$ cat src/rtl/spi_slave.sv
// SPI slave with oversampled sclk: samples mosi on leading edges, shifts miso on trailing edges.
// Frame length is latched at the first leading edge; an inactivity timeout aborts stalled frames.
module spi_slave #(
  parameter int NB_MAX = 32
) (
  input  logic              clk,
  input  logic              rst,
  input  logic              sclk,
  input  logic              mosi,
  output logic              miso,
  input  logic              cpol,
  input  logic [7:0]        nb,
  input  logic [31:0]       n_idle,
  input  logic [NB_MAX-1:0] tx_data,
  output logic [NB_MAX-1:0] rx_data,
  output logic              rx_valid,
  output logic              frame_err,
  output logic              busy
);

  typedef enum logic [1:0] {IDLE, SHIFT, DONE} state_t;

  state_t            state;
  logic [2:0]        sclk_s;
  logic [1:0]        mosi_s;
  logic [NB_MAX-1:0] tx_sr;
  logic [NB_MAX-1:0] rx_sr;
  logic [7:0]        cnt;
  logic [7:0]        nb_lat;
  logic [31:0]       idle_cnt;

  logic              lead, trail;
  logic [7:0]        nb_eff;
  logic [NB_MAX-1:0] tx_first, tx_nxt, tx_nxt_sh;

  // Stage 1 vs stage 2 of the sclk pipe gives the edge; mosi_s[1] is aligned with sclk_s[1].
  assign lead  = (sclk_s[2] == cpol) && (sclk_s[1] != cpol);
  assign trail = (sclk_s[2] != cpol) && (sclk_s[1] == cpol);

  always_comb begin
    nb_eff    = (nb == 8'd0 || int'(nb) > NB_MAX) ? 8'(NB_MAX) : nb;
    tx_first  = tx_data >> (nb_eff - 8'd1);
    tx_nxt    = tx_sr << 1;
    tx_nxt_sh = tx_nxt >> (nb_lat - 8'd1);
  end

  always_ff @(posedge clk) begin
    if (rst) begin
      state     <= IDLE;
      sclk_s    <= '0;
      mosi_s    <= '0;
      tx_sr     <= '0;
      rx_sr     <= '0;
      cnt       <= '0;
      nb_lat    <= '0;
      idle_cnt  <= '0;
      miso      <= 1'b0;
      rx_data   <= '0;
      rx_valid  <= 1'b0;
      frame_err <= 1'b0;
      busy      <= 1'b0;
    end else begin
      sclk_s    <= {sclk_s[1:0], sclk};
      mosi_s    <= {mosi_s[0], mosi};
      rx_valid  <= 1'b0;
      frame_err <= 1'b0;
      case (state)
        IDLE: begin
          tx_sr    <= tx_data;
          miso     <= tx_first[0];
          busy     <= 1'b0;
          idle_cnt <= '0;
          if (lead) begin
            nb_lat <= nb_eff;
            rx_sr  <= {{(NB_MAX-1){1'b0}}, mosi_s[1]};
            cnt    <= 8'd1;
            busy   <= 1'b1;
            state  <= SHIFT;
          end
        end
        SHIFT: begin
          if (lead || trail) begin
            idle_cnt <= '0;
            // Extra leading edges past the frame length are dropped.
            if (lead && cnt < nb_lat) begin
              rx_sr <= {rx_sr[NB_MAX-2:0], mosi_s[1]};
              cnt   <= cnt + 8'd1;
            end
            if (trail) begin
              if (cnt < nb_lat) begin
                tx_sr <= tx_nxt;
                miso  <= tx_nxt_sh[0];
              end else begin
                state <= DONE;
              end
            end
          end else if (n_idle != 32'd0 && idle_cnt + 32'd1 == n_idle) begin
            frame_err <= 1'b1;
            busy      <= 1'b0;
            state     <= IDLE;
          end else begin
            idle_cnt <= idle_cnt + 32'd1;
          end
        end
        DONE: begin
          rx_data  <= rx_sr;
          rx_valid <= 1'b1;
          busy     <= 1'b0;
          state    <= IDLE;
        end
        default: state <= IDLE;
      endcase
    end
  end

endmodule
$ cat config.mk
export PLATFORM = sky130hd
export DESIGN_NAME = spi_slave
export DESIGN_NICKNAME = d
export VERILOG_FILES = /design/src/rtl/spi_slave.sv
export SDC_FILE = /design/constraint.sdc
export NUM_CORES = 1
export LEC_CHECK = 0
export ABC_AREA = 1
export BUFFER_PORTS_ARGS = -buffer_cell sky130_fd_sc_hd__buf_2
export CORE_MARGIN = 8
export CORE_UTILIZATION = 59
export CTS_CLUSTER_SIZE = 40
export DETAILED_ROUTE_END_ITERATION = 10
export HOLD_SLACK_MARGIN = 0.12
export PLACE_DENSITY = 0.83
export SYNTH_ARGS = -nofsm -noshare
export SYNTH_HDL_FRONTEND = slang
export SYNTH_SLANG_ARGS = --single-unit
export TNS_END_PERCENT = 10
$ cat constraint.sdc
create_clock -name clk -period 3.15 [get_ports clk]
set_clock_uncertainty 0.05 [all_clocks]
set_input_delay 0 -clock clk [delete_from_list [all_inputs] [get_ports clk]]
set_output_delay 0 -clock clk [all_outputs]
set_load 0.1 [all_outputs]
==> qor.txt <==
Cells on Worst Hold Path: 4
Sequential area share after synthesis: 35.2%
Global-route wire length before repair: 41000 µm
Final Cell Area: 10500 µm²
WL met3: 1730 µm
Number of distinct library cells after synthesis: 43
Port Buf Inserts: 112
Post-detail-place hpwl: 16600 µm
H-Tree Depth: 4
Layout cell share with drive strength beyond 1: 14.0%
# Max-Cap Violations: 0
Root Buffer: clkbuf_16
Worst skew pair latency: 0.43 ns
Seq cells post-synth: 154
Synthesis Warnings: 0
Syn Nets: 1427
Pwr per Cell Area: 803 nW/µm²
Routed length on met1: 10400 µm
Cell Rows: 44
Startpoint Class: flop
FF-to-FF path depth: 16
Hold crit path type: input pin to flop
Slew HR: 52.2%
Diodes inserted: 0
NumNets Final: 1554
CTS tree: done
Gr usage total: 26.3%
# IOs: 113
Reg2reg end: frame_err$_SDFF_PP0_
Routed wl met2: 11600 µm
Non-Filler Instances: 1656
CORE AREA: 14500 µm²
WHS Endpoint: nb_lat[0]$_SDFFE_PP0P_
Number of global-route vias before repair: 8812
Setup Fix Bufs, Post-CTS: 0
Final min period: 2.89 ns
Initial DRC count: 920
LEAKAGE: 4.71 nW
DRC violation count after routing: 0
Antenna-violating nets left: 0
Asr flop ratio synth: 0%
Fin crit share: 91.7%
Critical Path Fanout Max: 10
RR Startpoint: idle_cnt[0]$_SDFFE_PP0P_
F_max: 0.346 GHz
Largest net degree at the start of global routing: 70
GP Congestion: 0.987
Global route total overflow: 0
Final core utilization: 72.0%
Vias per std cell: 5.60
CTS sink cnt: 154
RSZ-0062 raised after global routing: no
Placed Instances: 1579
Post-Syn Area: 8760 µm²
Crit path DAT: 3.18 ns
Worst Max-Slew Pin Slew: 0.709 ns
Inserted Clock Buffers: 17
Outcome: complete, no violations
Die Area: 19000 µm²
Final hold vios: 0
Gate Count Post-Synth: 1332
HP Start: nb[0]
DIE HEIGHT: 138 µm
Mean Syn Cell Area: 6.57 µm²
Kind of critical path: flop to flop
Starting Density: 60.2%
DR pass1 iterations: 6
Main synth FF type: dfxtp_1
Top sig layer: met4
Clock-pin slew on the worst setup and hold paths: 0.07 ns
Initial antenna violation count: 0
Wirelength per Cell: 14.8 µm
Final WL: 24500 µm
Worst path required time: 3.45 ns
Final setup TNS: 0 ns
Crit. End Element: flop
Design Power: 0.00840 W
Syn-to-layout area delta: 19.4%
Vias: 9279
Placed Area: 9410 µm²
Commonest non-fill, non-tap cell in the layout: nand2_1
Clk buf depth: 2
Final setup vio count: 0
Die width: 138 µm
Post-synth EDFFs: 0
Reg2reg setup slack: 0.26 ns
Fillers: 1223
Most frequent cells in the layout: nand2_1, inv_1, dfxtp_1
Fin. max-slew vios: 0
VDD IR max: 0.479 mV
[worst max-delay path, cell delays in order, from the launching register on]
cell	delay (ns)
dfxtp_2	0.39
ha_2	0.24
nand2_4	0.08
nor2_8	0.18
nand2_2	0.10
nor2_2	0.16
nand2_1	0.09
clkinv_1	0.09
nand2_1	0.09
nand2_1	0.07
nand2_1	0.04
nand2_1	0.05
nand3_1	0.09
nor2_1	0.14
nand3_2	0.14
dlygate4sd3_1	0.61
nor3_2	0.18
[worst max-delay path by stage]
| stage | start | end |
|---|---|---|
| global placement | idle_cnt[0]$_SDFFE_PP0P_ | idle_cnt[30]$_SDFFE_PP0P_ |
| global route | state[1]$_SDFFE_PP0P_ | cnt[7]$_SDFFE_PP0P_ |
| detailed placement | idle_cnt[0]$_SDFFE_PP0P_ | idle_cnt[16]$_SDFFE_PP0P_ |
| finish | idle_cnt[0]$_SDFFE_PP0P_ | frame_err$_SDFF_PP0_ |
| CTS | idle_cnt[0]$_SDFFE_PP0P_ | frame_err$_SDFF_PP0_ |
| floorplan | nb[0] | miso$_SDFFE_PP0P_ |
[area by class of cell]
cell class	instances	area (µm²)	area share, %
flip-flops and latches	154	3090	29.5
clock inverters	12	125	1.20
multi-input cells	956	4800	45.9
well taps	184	230	2.20
clock buffers	20	457	4.37
repair buffers	173	1170	11.2
inverters	157	589	5.63
[state kept, by name, indices dropped and copies added, names as in the netlist, 2 cells and up]
name / cells
idle_cnt: 32
cnt: 8
sclk_s: 3
state: 2
rx_sr: 32
mosi_s: 2
rx_data: 32
tx_sr: 31
nb_lat: 8
[per-layer routing]
| metal | vias to the layer above | global-route usage [%] |
|---|---|---|
| met5 | - | 0 |
| met3 | 65 | 5.47 |
| li1 | 4664 | - |
| met1 | 4193 | 32.2 |
| met2 | 357 | 44.4 |
| met4 | 0 | 10.2 |
[power by group]
part           total [W]  leakage [nW]  internal (W)  switching (W)
logic            0.00343          3.16       0.00108        0.00235
registers        0.00292          1.26       0.00247       0.000450
clock network    0.00204         0.289       0.00115       0.000891
total            0.00840          4.71       0.00471        0.00369
[cell usage after synthesis, types with 4 or more instances]
library cell  number  area (µm²)
a211oi_1          30         225
a21oi_1          105         526
a21oi_2            4        35.0
a31oi_1           17         106
buf_2              7        35.0
buf_6              6        67.6
clkbuf_1          49         184
dfxtp_1          154        3080
ha_1              18         225
inv_1            153         574
nand2_1          292        1100
nand2_2            6        37.5
nand2_4            5        56.3
nand3_1          111         556
nand3b_1           7        52.6
nand4_1           37         231
nor2_1           148         556
nor2_2            11        68.8
nor3_1            18        90.1
o211ai_1           5        37.5
o21ai_0          106         531
xnor2_1            5        43.8
xor2_1             8        70.1
[cells by family (layout without fill, tap and decap cells)]
kind of cell / after synthesis / in the layout / synth area share [%]
xor+xnor: 14 / 14 / 1.56
simple gates: 645 / 645 / 32.7
compound gates: 279 / 279 / 17.7
buf+inv: 222 / 362 / 10.2
flops: 154 / 154 / 35.2
fa+ha+maj: 18 / 18 / 2.57
[metrics by stage]
stage / setup slack, ns / hold WS, ns
2_1_floorplan: 0.758 / 0.0570
3_3_place_gp: 0.414 / 0.154
3_5_place_dp: 0.322 / 0.156
4_1_cts: 0.113 / 0.141
5_1_grt: 0.0333 / 0.210
6_report: 0.263 / 0.149
[repair_timing]
item	in CTS	in global routing
endpoints found under the hold margin	50	0
setup endpoints to repair	0	2
resized for setup	0	6
hold buffers	45	0
Power figures use the tool's default switching activity.
